`src/rtl/div_pkg.sv`:
```
// Shared constants and types for the sequential non-restoring divider.
// Latency: n/a (package only).
// Backpressure: n/a (package only).
package div_pkg;

   localparam int DIVD_W = 32;                 // dividend width
   localparam int DIVS_W = 16;                 // divisor / quotient / remainder width
   localparam int ITER_N = 16;                 // one quotient bit per iteration
   localparam int CNT_W  = $clog2(ITER_N);

   // Counter is loaded with the last index and counts down to zero.
   localparam logic [CNT_W-1:0] CNT_LAST = CNT_W'(ITER_N - 1);

   typedef enum logic [2:0] {
      S_IDLE,
      S_CHECK,
      S_ITER,
      S_FIX,
      S_DONE
   } div_state_t;

   // Result presented when the quotient cannot be represented.
   localparam logic [DIVS_W-1:0] OVF_QUOT = {DIVS_W{1'b1}};
   localparam logic [DIVS_W-1:0] OVF_REM  = {DIVS_W{1'b0}};

endpackage

```
`src/rtl/div_nr_step.sv`:
```
// One non-restoring step: shift {P,Q} left, add or subtract divisor by sign of P.
// Latency: combinational, 0 cycles.
// Backpressure: none; pure function of its inputs.
//
// Ports:
//   p_i / p_o : 17-bit two's complement partial remainder, before / after
//   q_i / q_o : 16-bit quotient shift register, before / after
//   d_i       : 16-bit unsigned divisor
module div_nr_step
   import div_pkg::*;
(
   input  logic [DIVS_W:0]   p_i,
   input  logic [DIVS_W-1:0] q_i,
   input  logic [DIVS_W-1:0] d_i,
   output logic [DIVS_W:0]   p_o,
   output logic [DIVS_W-1:0] q_o
);

   logic [DIVS_W:0] p_sh;
   logic [DIVS_W:0] d_ext;

   assign p_sh  = {p_i[DIVS_W-1:0], q_i[DIVS_W-1]};
   assign d_ext = {1'b0, d_i};

   // The shifted value may need 18 bits, but the post-add/sub result always
   // lies in [-D, D) and fits 17 bits, so modulo-2^17 arithmetic is exact.
   // The add/sub decision therefore uses the sign of the un-shifted P.
   assign p_o = p_i[DIVS_W] ? (p_sh + d_ext) : (p_sh - d_ext);
   assign q_o = {q_i[DIVS_W-2:0], ~p_o[DIVS_W]};

endmodule

```
`src/rtl/seq_nr_divider.sv`:
```
// Radix-2 non-restoring divider, 32/16 -> 16-bit quotient and remainder.
// Latency: done 19 cycles after the accepting edge, 2 cycles on overflow.
// Backpressure: start is ignored while busy; a start in the done cycle is accepted.
//
// Ports:
//   clk, reset          : clock, synchronous active-high reset
//   start               : request, accepted only in IDLE or DONE
//   dividend, divisor   : operands, captured on an accepted start
//   busy                : high in CHECK, ITER and FIX
//   done                : one-cycle result-valid pulse
//   quotient, remainder : result, held until the next result
//   ovf                 : divisor zero or quotient unrepresentable
// Build option: DIV_SIGNED_EN selects two's complement operands.
module seq_nr_divider
   import div_pkg::*;
(
   input  logic              clk,
   input  logic              reset,
   input  logic              start,
   input  logic [DIVD_W-1:0] dividend,
   input  logic [DIVS_W-1:0] divisor,
   output logic              busy,
   output logic              done,
   output logic [DIVS_W-1:0] quotient,
   output logic [DIVS_W-1:0] remainder,
   output logic              ovf
);

   div_state_t        state_q;
   logic [DIVD_W-1:0] divd_q;      // dividend magnitude
   logic [DIVS_W-1:0] divs_q;      // divisor magnitude
   logic [DIVS_W:0]   p_q;
   logic [DIVS_W-1:0] q_q;
   logic [CNT_W-1:0]  cnt_q;
   logic              busy_q;
   logic              done_q;
   logic              ovf_q;
   logic [DIVS_W-1:0] quot_q;
   logic [DIVS_W-1:0] rem_q;
`ifdef DIV_SIGNED_EN
   logic              qneg_q;      // quotient sign
   logic              rneg_q;      // remainder follows dividend sign
`endif

   logic [DIVS_W:0]   p_d;
   logic [DIVS_W-1:0] q_d;
   logic [DIVD_W-1:0] divd_mag_d;
   logic [DIVS_W-1:0] divs_mag_d;
   logic [DIVS_W-1:0] rem_fix;
   logic [DIVS_W-1:0] fix_quot_d;
   logic [DIVS_W-1:0] fix_rem_d;
   logic              fix_ovf_d;

   div_nr_step u_step (
      .p_i (p_q),
      .q_i (q_q),
      .d_i (divs_q),
      .p_o (p_d),
      .q_o (q_d)
   );

   always_comb begin
      divd_mag_d = dividend;
      divs_mag_d = divisor;
      // Final remainder lies in [0, D), so 16-bit wrap-around is exact.
      rem_fix    = p_q[DIVS_W] ? (p_q[DIVS_W-1:0] + divs_q) : p_q[DIVS_W-1:0];
      fix_quot_d = q_q;
      fix_rem_d  = rem_fix;
      fix_ovf_d  = 1'b0;
`ifdef DIV_SIGNED_EN
      if (dividend[DIVD_W-1]) divd_mag_d = -dividend;
      if (divisor[DIVS_W-1])  divs_mag_d = -divisor;
      // Negative results may reach -32768, positive only +32767.
      if (qneg_q) begin
         fix_ovf_d  = (q_q > 16'h8000);
         fix_quot_d = -q_q;
      end else begin
         fix_ovf_d  = (q_q > 16'h7FFF);
      end
      if (rneg_q) fix_rem_d = -rem_fix;
      if (fix_ovf_d) begin
         fix_quot_d = OVF_QUOT;
         fix_rem_d  = OVF_REM;
      end
`endif
   end

   always_ff @(posedge clk) begin
      if (reset) begin
         state_q <= S_IDLE;
         divd_q  <= '0;
         divs_q  <= '0;
         p_q     <= '0;
         q_q     <= '0;
         cnt_q   <= '0;
         busy_q  <= 1'b0;
         done_q  <= 1'b0;
         ovf_q   <= 1'b0;
         quot_q  <= '0;
         rem_q   <= '0;
`ifdef DIV_SIGNED_EN
         qneg_q  <= 1'b0;
         rneg_q  <= 1'b0;
`endif
      end else begin
         done_q <= 1'b0;
         case (state_q)
            S_IDLE, S_DONE: begin
               if (start) begin
                  divd_q  <= divd_mag_d;
                  divs_q  <= divs_mag_d;
`ifdef DIV_SIGNED_EN
                  qneg_q  <= dividend[DIVD_W-1] ^ divisor[DIVS_W-1];
                  rneg_q  <= dividend[DIVD_W-1];
`endif
                  busy_q  <= 1'b1;
                  state_q <= S_CHECK;
               end else begin
                  state_q <= S_IDLE;
               end
            end
            S_CHECK: begin
               if ((divs_q == '0) || (divd_q[DIVD_W-1:DIVS_W] >= divs_q)) begin
                  quot_q  <= OVF_QUOT;
                  rem_q   <= OVF_REM;
                  ovf_q   <= 1'b1;
                  busy_q  <= 1'b0;
                  done_q  <= 1'b1;
                  state_q <= S_DONE;
               end else begin
                  p_q     <= {1'b0, divd_q[DIVD_W-1:DIVS_W]};
                  q_q     <= divd_q[DIVS_W-1:0];
                  cnt_q   <= CNT_LAST;
                  state_q <= S_ITER;
               end
            end
            S_ITER: begin
               p_q   <= p_d;
               q_q   <= q_d;
               cnt_q <= cnt_q - CNT_W'(1);
               if (cnt_q == '0) state_q <= S_FIX;
            end
            S_FIX: begin
               quot_q  <= fix_quot_d;
               rem_q   <= fix_rem_d;
               ovf_q   <= fix_ovf_d;
               busy_q  <= 1'b0;
               done_q  <= 1'b1;
               state_q <= S_DONE;
            end
            default: state_q <= S_IDLE;
         endcase
      end
   end

   assign busy      = busy_q;
   assign done      = done_q;
   assign ovf       = ovf_q;
   assign quotient  = quot_q;
   assign remainder = rem_q;

endmodule

```
`config.mk`:
```
export PLATFORM = sky130hd
export DESIGN_NAME = seq_nr_divider
export DESIGN_NICKNAME = d
export VERILOG_FILES = /design/src/rtl/div_pkg.sv /design/src/rtl/div_nr_step.sv /design/src/rtl/seq_nr_divider.sv
export SDC_FILE = /design/constraint.sdc
export NUM_CORES = 1
export LEC_CHECK = 0
export ABC_AREA = 1
export BUFFER_PORTS_ARGS = -buffer_cell sky130_fd_sc_hd__clkbuf_2
export CORE_ASPECT_RATIO = 0.9
export CORE_MARGIN = 2
export CORE_UTILIZATION = 64
export CTS_CLUSTER_SIZE = 30
export DETAILED_ROUTE_END_ITERATION = 10
export GPL_TIMING_DRIVEN = 0
export PLACE_DENSITY = 0.86
export SLEW_MARGIN = 10
export SYNTH_ARGS = -nofsm -noshare
export SYNTH_HDL_FRONTEND = slang
export SYNTH_SLANG_ARGS = --single-unit
```
`constraint.sdc`:
```
create_clock -name clk -period 4.25 [get_ports clk]
set_input_delay 0.85 -clock clk [delete_from_list [all_inputs] [get_ports clk]]
set_output_delay 0.85 -clock clk [all_outputs]
set_load 0.01 [all_outputs]
```
==> results.ini <==
[layout]
final_cells = 1394
nFillCells = 907
nets = 1328
synthToLayoutAreaGrowth_pct = 16.4
drive_above_1_share_pct = 12.2
n_antenna_cell = 0

[global_route]
grt_usage_pct = 35.3
grt_pass1_wl_um = 34200
grt_antenna_before_repair = 0
gr-total-overflow = 0
grt_pass1_vias = 6914
grt_max_degree = 17

[power_and_ir_drop]
switchingPower_mw = 2.12
switching_share_pct = 41.9
p_comb_share_pct = 40.3
vdd_drop_max_v = 0.000431
power_frac_seq_pct = 31.1
p_leak_nw = 4.29
power_density_nw_per_um2 = 588
clkPwrFrac_pct = 28.5
p_int_mw = 2.94

[clock_network]
cts.sinks = 123
root_buffer = clkbuf_16
cts.clk_slew.worst_paths_ps = 60
postCtsSetupRepairBufs = 0
post_cts_resized = 0
cts_hold_buf = 0
cts_made_buffers = 17
cts_tree = yes
clock_latency_ps = 430
ctsHtreeMaxLevel = 4
clk_path_buf_depth = 2

[sta]
setup_viol = 0
maxSlewViolCount = 0
finalSetupTns_ps = 0
fin_crit_ps = 3640
rsz0062_at_grt = no
finalCritPeriodShare_pct = 85.7
fmax_mhz = 275
tightest_slew_ps = 689
hold_viol_final = 0
fin_skew_ps = 6.75
slew-limit-headroom_pct = 54.1
setup_ws_ps = 608

[worst_setup_path]
worst-path-buf-inv = 4
path_cells = clkbuf_1 > inv_1 > clkbuf_1 > buf_1 > o21ai_0 > o22ai_1 > ha_1 > or2_2 > nand3_1 > nand2_1 > xnor2_1 > o21ai_0 > nand2_1 > a21oi_1
worstSetupStartpointType = flip-flop
crit_fanout = 10
reg2reg_depth = 14
worst_path_largest_cell_delay_ps = 580
r2r-start = p_q[16]
cp.required_ps = 4600
worstReg2RegEnd = p_q[7]
slowest_stage = buf_1
crit_family = buffers and inverters
end_kind = flip-flop
worstSetupPathType = reg2reg
arrival_ps = 3990
r2r_setup_slack_ps = 610

[worst_hold_path]
hold_end = quotient[6]
whs_path_depth = 2
worstHoldStart = quotient[6]
hp-class = reg2reg

[die]
initial_core_util_pct = 65.2
die_w_um = 117
num_rows = 37
io_pins = 86
die_y_um = 106
core_um2 = 11300
dieArea_um2 = 12400

[synth]
synth_top_area_share_pct = 33.3
syn_inst = 1121
synth_area_per_cell_um2 = 6.60
netlist_area_um2 = 7400
synthFlopType = dfxtp_1
synth_edf_count = 0
synth_cell_types = 39
syn_nets = 1224
ys_warn_count = 0
synthArstFlopShare_pct = 0
synth_top_cell_by_area = dfxtp_1
ys_seq_elements = 123
synth.area.top_cells = dfxtp_1, nand2_1, ha_1, a21oi_1, inv_1
yosysSeqAreaShare_pct = 33.3

[place]
dpl.hpwl_um = 16600
routabilityCongestion = 1.02
dp.cells = 1362
dp_slack_ps = 809
io_buffers = 85

[outcome]
status = complete, no violations

[drt]
drt_wl_total_um = 21900
dr.pass1.iters = 6
vias = 7722
wl_per_cell_um = 15.7
routed_via_density = 5.54
drc = 0
drt_iter0_markers = 936
drtAntennaViolNets = 0

[run]
max_cap_viol_count = 0

-- power by group through the flow --
stage,Combinational (mW),Clock [mW],Sequential [mW]
final,2.04,1.44,1.58
after global routing,2.30,1.49,1.59
after CTS,2.01,1.44,1.56
after detailed placement,1.98,0,1.58
after global placement,1.93,0,1.57
after floorplan,1.51,0,1.52
-- synthesized netlist by cell type (6+ instances only) --
cell	n
nand3_1	70
nor2_1	117
o2111ai_1	6
inv_1	137
nand2_1	285
ha_1	50
clkbuf_1	28
dfxtp_1	123
a21oi_1	109
inv_2	6
nor3_1	7
or2_2	7
o21ai_0	100
o21bai_1	7
nand4_1	7
xor2_1	13
-- flip-flops by register name, indices dropped and copies added (netlist names) --
name and count:
divd_q 32, p_q 17, divs_q 16, fix_quot_d 16
quotient 16, remainder 16, cnt_q 4, state_q 3
busy 1, done 1, ovf 1
-- routing by layer --
layer / track usage, % / part of all wire (%) / up-vias
met1: 47.6 / 43 / 3457
li1: - / - / 3854
met3: 8.64 / 11 / 30
met2: 56.3 / 44 / 381
met4: 10.8 / 1.6 / 0
met5: 0 / 0 / -
-- worst reg2reg max path, cell delays in order (launching register included) --
cell	delay, ps
dfxtp_1	300
clkbuf_1	160
inv_1	130
clkbuf_1	540
buf_1	580
o21ai_0	220
o22ai_1	180
ha_1	300
or2_2	330
nand3_1	100
nand2_1	120
xnor2_1	150
o21ai_0	210
nand2_1	100
a21oi_1	140
-- cell type report --
type	count	area (um^2)	area share [%]
plain buffers	40	196	2.28
clock buffers	17	425	4.94
clock inverters	15	164	1.90
inverters	144	541	6.28
multi-input cells	814	4200	48.8
flip-flops and latches	123	2460	28.6
well taps	156	195	2.27
repair buffers	85	425	4.94
-- how the worst max path moves through the flow --
stage          cells past startpoint            end  slack [ps]       from
3_5_place_dp                      14         p_q[7]         810    p_q[16]
6_report                          14         p_q[7]         610    p_q[16]
2_1_floorplan                     21  fix_quot_d[0]        1540  divs_q[1]
4_1_cts                           14         p_q[7]         770    p_q[16]
3_3_place_gp                      15         p_q[6]         830    p_q[16]
5_1_grt                           15         p_q[6]         460    p_q[16]
-- cells in the final DEF, fill, tap and decap left out, drive strengths merged, types with 3 or more instances in the layout --
cell / instances
a21boi: 3
a21o: 3
a21oi: 110
a31oi: 4
buf: 12
clkbuf: 130
clkinv: 4
clkinvlp: 5
dfxtp: 123
ha: 50
inv: 148
nand2: 286
nand3: 72
nand4: 7
nor2: 122
nor3: 8
o2111ai: 6
o211ai: 4
o21ai: 100
o21bai: 7
o31ai: 3
or2: 7
xor2: 13
-- logic make-up after synthesis --
family	after synthesis	synth area share [%]
buffers and inverters	184	9.96
adder cells (fa/ha/maj)	52	9.00
flip-flops	123	33.3
XOR/XNOR	15	1.78
AO/OA/AOI/OAI	242	17.6
AND/OR/NAND/NOR	505	28.4
-- per-stage QoR --
step,power [mW],instance area (um^2),hold slack (ps),utilization [%]
after floorplan,3.02,7400,430,-
after global placement,3.50,8020,427,70.7
after detailed placement,3.56,8020,431,70.7
after CTS,5.01,8610,444,75.9
after global routing,5.38,8610,466,75.9
final,5.06,8610,441,75.9
Power figures use the tool's default switching activity.
